`src/rtl/rsa_job_arbiter_if.sv`:
```
// Client/engine bus of rsa_job_arbiter: two requesters, tagged result and the modexp engine handshake.
// slave = arbiter view, master = environment (clients + engine) view.
interface rsa_job_arbiter_if #(
    parameter int W = 128
);
    logic         req0;
    logic         req1;
    logic [W-1:0] msg0;
    logic [W-1:0] key0;
    logic [W-1:0] n0;
    logic [W-1:0] msg1;
    logic [W-1:0] key1;
    logic [W-1:0] n1;
    logic         gnt0;
    logic         gnt1;
    logic [W-1:0] res;
    logic         res_valid;
    logic         res_id;
    logic         res_err;
    logic         busy;
    logic         eng_start;
    logic [W-1:0] eng_msg;
    logic [W-1:0] eng_key;
    logic [W-1:0] eng_n;
    logic [W-1:0] eng_c;
    logic         eng_done;
    logic         eng_abort;

    modport slave (
        input  req0, req1, msg0, key0, n0, msg1, key1, n1, eng_c, eng_done,
        output gnt0, gnt1, res, res_valid, res_id, res_err, busy,
               eng_start, eng_msg, eng_key, eng_n, eng_abort
    );

    modport master (
        output req0, req1, msg0, key0, n0, msg1, key1, n1, eng_c, eng_done,
        input  gnt0, gnt1, res, res_valid, res_id, res_err, busy,
               eng_start, eng_msg, eng_key, eng_n, eng_abort
    );
endinterface

```
`src/rtl/rsa_job_arbiter.sv`:
```
// Round-robin arbiter sharing one modexp engine between encrypt (0) and decrypt (1) clients.
// Optional WAIT timeout with engine abort is enabled by defining RSA_ARB_TIMEOUT_EN.
module rsa_job_arbiter #(
    parameter int          W              = 128,
    parameter int unsigned TIMEOUT_CYCLES = 4096
) (
    input  logic                  clk,
    input  logic                  reset,
    rsa_job_arbiter_if.slave      bus
);

    typedef enum logic [2:0] {
        IDLE,
        ISSUE,
        WAIT,
        RESP,
        ERR
    } state_t;

    state_t       state;
    logic         sel_id;
    logic         last_id;

    logic         req0_eff;
    logic         req1_eff;
    logic         pick;
    logic [W-1:0] sel_msg;
    logic [W-1:0] sel_key;
    logic [W-1:0] sel_n;
    logic         op_bad;

`ifdef RSA_ARB_TIMEOUT_EN
    logic [31:0]  wait_cnt;
    logic         timed_out;
`endif

    if (TIMEOUT_CYCLES < 1) begin : g_timeout_range
        $error("TIMEOUT_CYCLES must be at least 1");
    end

    // A request whose gnt is showing this cycle is already consumed (ERR path grants in IDLE).
    always_comb begin
        req0_eff = bus.req0 & ~bus.gnt0;
        req1_eff = bus.req1 & ~bus.gnt1;
        pick     = (req0_eff & req1_eff) ? ~last_id : req1_eff;
        sel_msg  = pick ? bus.msg1 : bus.msg0;
        sel_key  = pick ? bus.key1 : bus.key0;
        sel_n    = pick ? bus.n1   : bus.n0;
        op_bad   = (sel_n[W-1:1] == '0) || (sel_msg >= sel_n);
    end

    // Each state's actions are registered on the edge that leaves it.
    always_ff @(posedge clk or negedge reset) begin
        if (!reset) begin
            state         <= IDLE;
            sel_id        <= 1'b0;
            last_id       <= 1'b1;
            bus.gnt0      <= 1'b0;
            bus.gnt1      <= 1'b0;
            bus.res       <= '0;
            bus.res_valid <= 1'b0;
            bus.res_id    <= 1'b0;
            bus.res_err   <= 1'b0;
            bus.busy      <= 1'b0;
            bus.eng_start <= 1'b0;
            bus.eng_msg   <= '0;
            bus.eng_key   <= '0;
            bus.eng_n     <= '0;
`ifdef RSA_ARB_TIMEOUT_EN
            bus.eng_abort <= 1'b0;
            wait_cnt      <= '0;
            timed_out     <= 1'b0;
`endif
        end else begin
            bus.gnt0      <= 1'b0;
            bus.gnt1      <= 1'b0;
            bus.res_valid <= 1'b0;
            bus.res_err   <= 1'b0;
            bus.eng_start <= 1'b0;
`ifdef RSA_ARB_TIMEOUT_EN
            bus.eng_abort <= 1'b0;
`endif
            case (state)
                IDLE: begin
                    if (req0_eff || req1_eff) begin
                        bus.eng_msg <= sel_msg;
                        bus.eng_key <= sel_key;
                        bus.eng_n   <= sel_n;
                        sel_id      <= pick;
                        bus.busy    <= 1'b1;
                        state       <= op_bad ? ERR : ISSUE;
                    end
                end
                ISSUE: begin
                    bus.gnt0      <= ~sel_id;
                    bus.gnt1      <= sel_id;
                    bus.eng_start <= 1'b1;
                    last_id       <= sel_id;
`ifdef RSA_ARB_TIMEOUT_EN
                    wait_cnt      <= '0;
                    timed_out     <= 1'b0;
`endif
                    state         <= WAIT;
                end
                WAIT: begin
                    if (bus.eng_done) begin
                        bus.res <= bus.eng_c;
                        state   <= RESP;
                    end
`ifdef RSA_ARB_TIMEOUT_EN
                    else if (wait_cnt == 32'(TIMEOUT_CYCLES - 1)) begin
                        bus.eng_abort <= 1'b1;
                        bus.res       <= '0;
                        timed_out     <= 1'b1;
                        state         <= RESP;
                    end else begin
                        wait_cnt <= wait_cnt + 32'd1;
                    end
`endif
                end
                RESP: begin
                    bus.res_valid <= 1'b1;
                    bus.res_id    <= sel_id;
`ifdef RSA_ARB_TIMEOUT_EN
                    bus.res_err   <= timed_out;
`else
                    bus.res_err   <= 1'b0;
`endif
                    bus.busy      <= 1'b0;
                    state         <= IDLE;
                end
                ERR: begin
                    bus.gnt0      <= ~sel_id;
                    bus.gnt1      <= sel_id;
                    bus.res_valid <= 1'b1;
                    bus.res       <= '0;
                    bus.res_err   <= 1'b1;
                    bus.res_id    <= sel_id;
                    last_id       <= sel_id;
                    bus.busy      <= 1'b0;
                    state         <= IDLE;
                end
                default: begin
                    bus.busy <= 1'b0;
                    state    <= IDLE;
                end
            endcase
        end
    end

`ifndef RSA_ARB_TIMEOUT_EN
    assign bus.eng_abort = 1'b0;
`endif

endmodule

```
`src/flat_wrapper.sv`:
```
// flat-port wrapper written by rule: the top's interface ports become plain ports
module rsa_job_arbiter_flat 
#(
    parameter int          W              = 128,
    parameter int unsigned TIMEOUT_CYCLES = 4096
)
  (clk, reset, bus_req0, bus_req1, bus_msg0, bus_key0, bus_n0, bus_msg1, bus_key1, bus_n1, bus_eng_c, bus_eng_done, bus_gnt0, bus_gnt1, bus_res, bus_res_valid, bus_res_id, bus_res_err, bus_busy, bus_eng_start, bus_eng_msg, bus_eng_key, bus_eng_n, bus_eng_abort);
  rsa_job_arbiter_if #(.W(W)) bus_i ();
  input  logic clk;
  input  logic reset;
  input wire logic [$bits(bus_i.req0)-1:0] bus_req0;
  input wire logic [$bits(bus_i.req1)-1:0] bus_req1;
  input wire logic [$bits(bus_i.msg0)-1:0] bus_msg0;
  input wire logic [$bits(bus_i.key0)-1:0] bus_key0;
  input wire logic [$bits(bus_i.n0)-1:0] bus_n0;
  input wire logic [$bits(bus_i.msg1)-1:0] bus_msg1;
  input wire logic [$bits(bus_i.key1)-1:0] bus_key1;
  input wire logic [$bits(bus_i.n1)-1:0] bus_n1;
  input wire logic [$bits(bus_i.eng_c)-1:0] bus_eng_c;
  input wire logic [$bits(bus_i.eng_done)-1:0] bus_eng_done;
  output wire logic [$bits(bus_i.gnt0)-1:0] bus_gnt0;
  output wire logic [$bits(bus_i.gnt1)-1:0] bus_gnt1;
  output wire logic [$bits(bus_i.res)-1:0] bus_res;
  output wire logic [$bits(bus_i.res_valid)-1:0] bus_res_valid;
  output wire logic [$bits(bus_i.res_id)-1:0] bus_res_id;
  output wire logic [$bits(bus_i.res_err)-1:0] bus_res_err;
  output wire logic [$bits(bus_i.busy)-1:0] bus_busy;
  output wire logic [$bits(bus_i.eng_start)-1:0] bus_eng_start;
  output wire logic [$bits(bus_i.eng_msg)-1:0] bus_eng_msg;
  output wire logic [$bits(bus_i.eng_key)-1:0] bus_eng_key;
  output wire logic [$bits(bus_i.eng_n)-1:0] bus_eng_n;
  output wire logic [$bits(bus_i.eng_abort)-1:0] bus_eng_abort;
  assign bus_i.req0 = bus_req0;
  assign bus_i.req1 = bus_req1;
  assign bus_i.msg0 = bus_msg0;
  assign bus_i.key0 = bus_key0;
  assign bus_i.n0 = bus_n0;
  assign bus_i.msg1 = bus_msg1;
  assign bus_i.key1 = bus_key1;
  assign bus_i.n1 = bus_n1;
  assign bus_i.eng_c = bus_eng_c;
  assign bus_i.eng_done = bus_eng_done;
  assign bus_gnt0 = bus_i.gnt0;
  assign bus_gnt1 = bus_i.gnt1;
  assign bus_res = bus_i.res;
  assign bus_res_valid = bus_i.res_valid;
  assign bus_res_id = bus_i.res_id;
  assign bus_res_err = bus_i.res_err;
  assign bus_busy = bus_i.busy;
  assign bus_eng_start = bus_i.eng_start;
  assign bus_eng_msg = bus_i.eng_msg;
  assign bus_eng_key = bus_i.eng_key;
  assign bus_eng_n = bus_i.eng_n;
  assign bus_eng_abort = bus_i.eng_abort;
  rsa_job_arbiter #(.W(W), .TIMEOUT_CYCLES(TIMEOUT_CYCLES)) u_core (.clk(clk), .reset(reset), .bus(bus_i));
endmodule
```
`config.mk`:
```
export PLATFORM = sky130hd
export DESIGN_NAME = rsa_job_arbiter_flat
export DESIGN_NICKNAME = d
export VERILOG_FILES = /design/src/rtl/rsa_job_arbiter_if.sv /design/src/rtl/rsa_job_arbiter.sv /design/src/flat_wrapper.sv
export SDC_FILE = /design/constraint.sdc
export NUM_CORES = 1
export LEC_CHECK = 0
export CORE_AREA = 2 2 552 554
export DETAILED_ROUTE_END_ITERATION = 8
export DIE_AREA = 0 0 554 556
export GPL_TIMING_DRIVEN = 0
export SLEW_MARGIN = 20
export SYNTH_ARGS = -nofsm -noshare
export SYNTH_HDL_FRONTEND = slang
export SYNTH_SLANG_ARGS = --single-unit
```
`constraint.sdc`:
```
create_clock -name clk -period 4.17 [get_ports clk]
set_clock_uncertainty 0.1 [all_clocks]
set_input_delay 0.6255 -clock clk [delete_from_list [all_inputs] [get_ports clk]]
set_output_delay 0.6255 -clock clk [all_outputs]
set_load 0.05 [all_outputs]
```
* Word-level counts from Yosys, hierarchy flattened
Cells that the tools add are included.
** Cells by class
- Magnitude comparators :: 1
- Equality and inequality tests :: 6
- Multiplexer cells :: 17
- Bitwise logic cells :: 8
- Reductions and logical operators :: 12
** Operators by type and width (count)
- $mux W128 :: 4
- $pmux W128 S2 :: 1
- $ge A128 B128 Y1 :: 1
- $logic_not A127 Y1 :: 1
- $mux W3 :: 3
- $pmux W3 S3 :: 1
- $reduce_and A2 Y1 :: 4
- $mux W1 :: 7
- $eq A3 B2 Y1 const B :: 2
- $reduce_or A2 Y1 :: 3
- $not A1 Y1 :: 5
- $and A1 B1 Y1 :: 3
- $eq A3 B1 Y1 const B :: 1
- $eq A3 B3 Y1 const B :: 1
- $logic_not A3 Y1 :: 1
- $logic_or A1 B1 Y1 :: 2
- $ne A2 B1 Y1 const B :: 1
- $ne A2 B2 Y1 const B :: 1
- $pmux W1 S2 :: 1
- $reduce_bool A2 Y1 :: 1
** Storage, ports and cells
- Bits in registers :: 524
- Input bits :: 901
- Output and inout port bits :: 520
- Logic and storage cells :: 58

* Logic depth before layout (Yosys ltp)
- Depth in word-level cells :: 10
- Mapped depth :: 16
- Gate-level depth less buffers :: 13

* Worst setup path before layout
No wires, ideal clock.
- Path kind :: register -> register
- From :: register u_core.bus.gnt1
- To :: register u_core.state[0]
- Library setup time :: 78 ps
- Arrival time :: 3276 ps
- Slack :: 716 ps
- Stages on the path, launching flop included :: 17
- Path buffers :: 3
- Period minus slack after synthesis :: 3454 ps
- Cells stage by stage :: dfrtp_1 > nand2b_1 > a21oi_1 > buf_2 > buf_2 > buf_2 > nand2_1 > nand2_1 > ha_1 > a21o_1 > nand3_1 > a21oi_1 > o31a_1 > o311a_1 > o21ai_1 > nand3_1 > o21bai_1
** Between the ends
- Longest elaborated chain between the ends :: 10
- Elaborated cells on any way between the ends :: 15
- Those cells by class :: 1 x order compare; 1 x eq/ne; 6 x mux; 3 x bitwise; 4 x reduce/logical
** RTL lines
- start: declaration :: RTL line rsa_job_arbiter_if.sv:31 : output gnt0, gnt1, res, res_valid, res_id, res_err, busy,
- start signal: assignment :: RTL line rsa_job_arbiter.sv:96 : bus.gnt1 <= sel_id;
- start signal: assignment :: RTL line rsa_job_arbiter.sv:134 : bus.gnt1 <= sel_id;
- $not A1 Y1 * :: RTL line rsa_job_arbiter.sv:44 : req1_eff = bus.req1 & ~bus.gnt1;
- $and A1 B1 Y1 * :: RTL line rsa_job_arbiter.sv:44
- $and A1 B1 Y1 :: RTL line rsa_job_arbiter.sv:45 : pick = (req0_eff & req1_eff) ? ~last_id : req1_eff;
- $mux W1 * :: RTL line rsa_job_arbiter.sv:45
- $mux W128 * :: RTL line rsa_job_arbiter.sv:46 : sel_msg = pick ? bus.msg1 : bus.msg0;
- via u_core.sel_msg[25] :: RTL line rsa_job_arbiter.sv:27 : logic [W-1:0] sel_msg;
- $ge A128 B128 Y1 * :: RTL line rsa_job_arbiter.sv:49 : op_bad = (sel_n[W-1:1] == '0) || (sel_msg >= sel_n);
- $logic_or A1 B1 Y1 * :: RTL line rsa_job_arbiter.sv:49
- $mux W3 * :: RTL line rsa_job_arbiter.sv:91 : state <= op_bad ? ERR : ISSUE;
- $mux W3 * :: RTL line rsa_job_arbiter.sv:85 : if (req0_eff || req1_eff) begin
- $pmux W3 S3 * :: RTL line rsa_job_arbiter.sv:83 : case (state)
- end signal: assignment :: RTL line rsa_job_arbiter.sv:91
- end: declaration :: RTL line rsa_job_arbiter.sv:20 : state_t state;
Mark *: on every way through the listed nets, which the timed path passes. The rest lies on a longest branch. The select of a mux whose other input is x is not followed.
A chain may end at the register's enable or synchronous reset.

* Worst setup path in the final report
Ends and elaborated chain as after synthesis.

==> results.cfg <==
[critical_path]
required_ns = 4.75
slowest_delay_ns = 0.50
cp-end-kind = flip-flop
worstSetupPathType = reg -> reg
critPathMaxFanout = 7
cp_top_family = compound AO/OA/AOI/OAI gates
rrSetupSlack_ns = -0.10
cp.arrival_ns = 4.85
reg2reg_depth = 18
startpoint_type = flip-flop
crit_chain = nand2b_4, a21o_4, buf_12, buf_16, clkbuf_16, clkbuf_16, buf_16, nand2_2, nand2_1, ha_1, a21oi_1, o21ai_0, a2111oi_1, a21oi_1, nor3_2, buf_4, nand3_4, o21bai_1
r2r-start = u_core.bus.gnt1
r2r_end = u_core.state[0]
path_buf_inv = 6
slowest_stage = a2111oi_1

[timing]
max_freq_mhz = 234
tns_ns = -0.149
relSlewSlack_pct = 12.3
finalHoldViolCount = 0
hold_ws_ns = 0.298
finalMaxSlewViolations = 0
setup_viol = 2
min_period_over_period_pct = 102
rsz0062_at_grt = true
fin_ws_ns = -0.101
tightest_slew_ns = 1.31
fin_crit_ns = 4.27

[drt]
ant_nets = 0
routedWlPerCell_um = 35.2
drt-total-wl_um = 301000
vias = 31800
drt_iter0_drc = 2647
drc = 0
dr.pass1.iters = 5
viasPerCell = 3.72

[placed_design]
post-place-cells = 8264
gp_congestion = 0.953
place_hpwl_um = 262000
io_buffers = 1419

[logic_synthesis]
yosys_register_bits = 524
postSynthCellCount = 2829
synthFlopType = dfrtp_1
syn_area_per_cell_um2 = 9.15
yosys_warnings = 0
synth_area_leaders = dfrtp_1 (51%), nand2_1 (12%), a31oi_1 (6.2%)
syn_area_mm2 = 0.0259
synth_top_area_share_pct = 50.6
synth_seq_area_share_pct = 50.7
synth_edf_count = 0
synth-async-reset-ratio_pct = 100
synth_area_leader_cell = dfrtp_1
yosysUniqueCellTypes = 50
syn-num-nets = 3858

[layout]
instances_no_fill = 8545
fin_util_pct = 17.0
drive_gt1_share_pct = 11.5
layout_common_cells = clkdlybuf4s50_1 (1,414), nand2_1 (775), dfrtp_1 (523)
area_delta_synth_final_pct = 98.2
final_common_cell = clkdlybuf4s50_1
nets = 5468

[worst_hold_path]
holdCritPathClass = in -> reg
worstHoldPathCells = 3
hold_end = u_core.bus.eng_key[19]
worstHoldStart = bus_key1[19]

[power_and_ir_drop]
p_switching_uw = 24800
clockPowerShare_pct = 15.4
swShare_pct = 54.6
p_leak_uw = 0.0204
combPwrFrac_pct = 63.8
p_per_area_mw_per_mm2 = 886
intPower_uw = 20600
pwr-share-seq_pct = 20.8
peakVddDrop_mv = 0.418
power_uw = 45400

[run_status]
violations = setup timing
status = finished with violations

[clock_network]
clk_latency_ns = 0.76
cts_htree_levels = 3
cts_root_buffer = clkbuf_16
cts_made_buffers = 76
cts_buffer_depth = 4
cts.sinks = 524
cts_tree = yes
clk_pin_slew_ns = 0.07

[grt]
grt.overflow.total = 0
antenna_found_initial = 247
grt_max_degree = 90
grt_pass1_vias = 31200
grt_pass1_wl_um = 367000
grt_usage_pct = 18.8

[die]
rows = 202
io_pins = 1421
die_height_um = 556
core_mm2 = 0.302
die_w_um = 554
start_util_pct = 8.57
design.die.area_mm2 = 0.308

[run]
cap_violations = 0
synth_stat cells (20+ instances only):
cell type / count
nor4_1: 67
nand2_1: 803
ha_1: 128
a31oi_1: 258
dfrtp_1: 523
nand3_1: 20
o21ai_0: 145
a22o_1: 128
clkbuf_1: 97
mux2i_1: 127
buf_2: 74
nor2_1: 276
a21oi_1: 58
nand4_1: 38
per-layer routing:
metal / routed length, um / part of all wire [%] / vias up / GRT usage, %
met1: 112000 / 37 / 15500 / 20.9
met5: 966 / 0.32 / - / 0
met4: 18100 / 6.0 / 146 / 9.80
met3: 32400 / 11 / 630 / 7.64
met2: 137000 / 46 / 2197 / 30.6
li1: - / - / 13400 / -
how the worst max path moves through the flow:
stage	from	to	slack [ns]	depth (start not counted)
final	u_core.bus.gnt1	u_core.state[0]	-0.10	18
after global routing	u_core.bus.gnt0	u_core.state[0]	-0.26	15
after CTS	u_core.bus.gnt0	u_core.state[0]	-0.19	15
after detailed placement	bus_req0	u_core.state[0]	-4.48	17
after global placement	reset	u_core.bus.eng_key[88]	-24.30	1
after floorplan	u_core.bus.gnt1	u_core.state[0]	0.72	16
power groups by stage:
stage | Clock [uW] | Combinational [uW] | Sequential (uW)
after floorplan | 0 | 6210 | 17300
after global placement | 0 | 27600 | 9430
after detailed placement | 0 | 28000 | 9450
after CTS | 7260 | 29300 | 9390
after global routing | 7360 | 30300 | 9660
final | 7000 | 29000 | 9450
stage by stage:
step	setup WS (ns)	area, um2
3_3_place_gp	-24.30	45100
5_1_grt	-0.261	51200
3_5_place_dp	-4.48	45900
6_report	-0.101	51300
2_1_floorplan	0.716	25900
4_1_cts	-0.190	50900
state kept, by name, indices dropped and copies added (netlist names), 3 cells and up:
name,count
u_core.bus.eng_n,128
u_core.bus.eng_msg,128
u_core.bus.eng_key,128
u_core.state,3
u_core.bus.res,128
layout make-up:
cell class / instances / area, um2
Tap cell: 3978 / 4980
Timing Repair Buffer: 1533 / 15700
Inverter: 3 / 11.3
Multi-Input combinational cell: 2117 / 13400
Sequential cell: 524 / 13100
Antenna cell: 74 / 185
Fill cell: 33800 / 251000
Clock inverter: 29 / 357
Buffer: 184 / 1290
Clock buffer: 103 / 2210
what timing repair did:
action / CTS / global route
setup endpoints to repair: 4 / 2
hold buffers: 1 / 0
cloned: 5 / 0
endpoints found under the hold margin: 57 / 0
gates resized for setup: 334 / 28
setup buffers: 62 / 9
pin swaps: 26 / 18
worst register-to-register path: stages, from the launching register on:
cell       delay, ns
dfrtp_1         0.37
nand2b_4        0.16
a21o_4          0.24
buf_12          0.16
buf_16          0.15
clkbuf_16       0.18
clkbuf_16       0.17
buf_16          0.15
nand2_2         0.21
nand2_1         0.16
ha_1            0.33
a21oi_1         0.14
o21ai_0         0.32
a2111oi_1       0.50
a21oi_1         0.16
nor3_2          0.12
buf_4           0.23
nand3_4         0.15
o21bai_1        0.18
cells by family after synthesis:
| group | synth area share (%) |
|---|---|
| fa+ha+maj | 6.19 |
| simple gates | 19.3 |
| other cells | 0.0145 |
| xor+xnor | 0.0338 |
| flops | 50.7 |
| buf+inv | 3.14 |
| compound gates | 15.7 |
| mux | 5.01 |
No activity file was read; power rests on OpenSTA's default activity.
==> variant, RTL diff (config.mk and constraints unchanged) <==
The option `RSA_ARB_TIMEOUT_EN` is turned on by a define.
--- a/src/rtl/rsa_job_arbiter.sv
+++ b/src/rtl/rsa_job_arbiter.sv
@@ -1,5 +1,7 @@
 // Round-robin arbiter sharing one modexp engine between encrypt (0) and decrypt (1) clients.
 // Optional WAIT timeout with engine abort is enabled by defining RSA_ARB_TIMEOUT_EN.
+`define RSA_ARB_TIMEOUT_EN
+
 module rsa_job_arbiter #(
     parameter int          W              = 128,
     parameter int unsigned TIMEOUT_CYCLES = 4096
Function: not settled (the Yosys comparison gave no result); the edit may change what the design does.
==> variant against the unedited design <==
  * The run still ends with negative setup slack left
  * Wire length up 0.72%
  * Total power decreased by 1.5%
  * Critical path depth down 3
  * Hold slack got worse by 0.022 ns
  * Synthesized cell count is 15% higher
  * Count of clock-buffer cells in the layout is 12 higher
  * Sequential cell count is 34 higher
  * Fmax decreased by 5.1%
  * Final area grew 2.6%
  * Utilization increased by 0.44 points
  * Area after synthesis rose by 8.2%
  * Worst setup slack worse by 0.23 ns
  * Non-clock buffer count decreased by 24
  * Critical path type unchanged
  * Highest routed layer unchanged
==> variant: results <==
group,metric,value,unit
pwr,net_switching_power_of_the_design,24300,uW
grt,grt_start_max_net_pins,89,
route,post_drt_wl_per_cell,33.8,um
sta,finalSetupViolations,2,
grt,grt_first_pass_wirelength,371000,um
route,drt_first_iter_violations,2933,
status,outcome,"finished with violations",
sta,tightest_slew,1.15,ns
synthesis,synth.distinct_cells,58,
synthesis,ys_top_cells_by_count,"sky130_fd_sc_hd__nand2_1 (1063), sky130_fd_sc_hd__dfrtp_1 (557), sky130_fd_sc_hd__nor2_1 (311), sky130_fd_sc_hd__a31oi_1 (256), sky130_fd_sc_hd__o21ai_0 (235)",
route,met1_length,100000,um
worst_setup_path,crit_slowest_cell,"sky130_fd_sc_hd__or3b_4",
place,io_buffers,1420,
place,pre_cts_ws,-4.58,ns
sta,final.hold.worst_slack,0.277,ns
worst_setup_path,worst-r2r-cell-count,15,
cts,cts_resized,200,
grt,first_global_vias,32714,
route,first_pass_iters,6,
pwr,vdd_ir_drop_max,426,uV
grt,gr-usage-met1,18.5,%
layout,final_layout_size_suffix_gt1_share,8.41,%
sta,final_critical_path_setup_slack,-0.328,ns
worst_setup_path,worstPathArrival,5.07,ns
grt,global_route.usage.total,18.9,%
cts,cts_setup_buffers,20,
status,violations,"negative setup slack",
worst_hold_path,hold-path-endpoint,"u_core.bus.eng_key[100]",
synthesis,synth.area.top_cells,"sky130_fd_sc_hd__dfrtp_1 (50%), sky130_fd_sc_hd__nand2_1 (14%), sky130_fd_sc_hd__ha_1 (5.8%), sky130_fd_sc_hd__a31oi_1 (5.7%), sky130_fd_sc_hd__mux2i_1 (4.6%)",
layout,finish.net_count,5858,
place,gp_congestion,0.984,
pwr,power.leakage,0.0210,uW
[variant: cells by family (layout without fill, tap and decap cells)]
kind of cell / after synthesis / count (layout) / synth area share (%)
xor gates and xnor gates: 32 / 32 / 1.00
AOI/OAI and AO/OA: 628 / 628 / 12.9
and+or+nand+nor: 1571 / 1571 / 22.8
adders and majority gates: 129 / 129 / 5.76
buffers and inverters: 209 / 1837 / 3.03
other: 0 / 86 / 0
muxes: 131 / 131 / 4.69
DFF: 558 / 558 / 49.9
[variant: per-stage QoR]
step	cells	total power, uW
6_report	8950	44800
5_1_grt	8916	46600
4_1_cts	8858	45100
3_5_place_dp	8695	36900
3_3_place_gp	8656	36500
2_1_floorplan	3258	23400
[variant: cell type report]
| cell class | instances | area, sq um |
|---|---|---|
| antenna | 86 | 215 |
| fill | 33850 | 249000 |
| sequential | 558 | 14000 |
| inverter | 3 | 11.3 |
| buffer | 203 | 1190 |
| timing repair buffer | 1490 | 15400 |
| clock buffer | 115 | 2300 |
| clock inverter | 26 | 393 |
| multi-input combinational | 2491 | 14200 |
| tap | 3978 | 4980 |
[variant: worst max path at each step]
stage	start	endpoint	slack (ns)	cells after the start
finish	u_core.bus.gnt1	u_core.state[2]	-0.33	15
detailed placement	bus_req0	u_core.state[0]	-4.58	17
floorplan	u_core.bus.gnt1	u_core.state[2]	0.02	16
global placement	reset	u_core.bus.eng_msg[7]	-26.28	1
CTS	u_core.bus.gnt1	u_core.state[2]	-0.41	15
global route	u_core.bus.gnt0	u_core.state[2]	-0.38	14
[variant: power by group through the flow]
stage	registers, uW	logic (uW)	clock network, uW
finish	9390	28000	7420
global route	9620	29200	7820
CTS	9360	28100	7630
detailed placement	9410	27500	0
global placement	9410	27000	0
floorplan	17100	6300	0
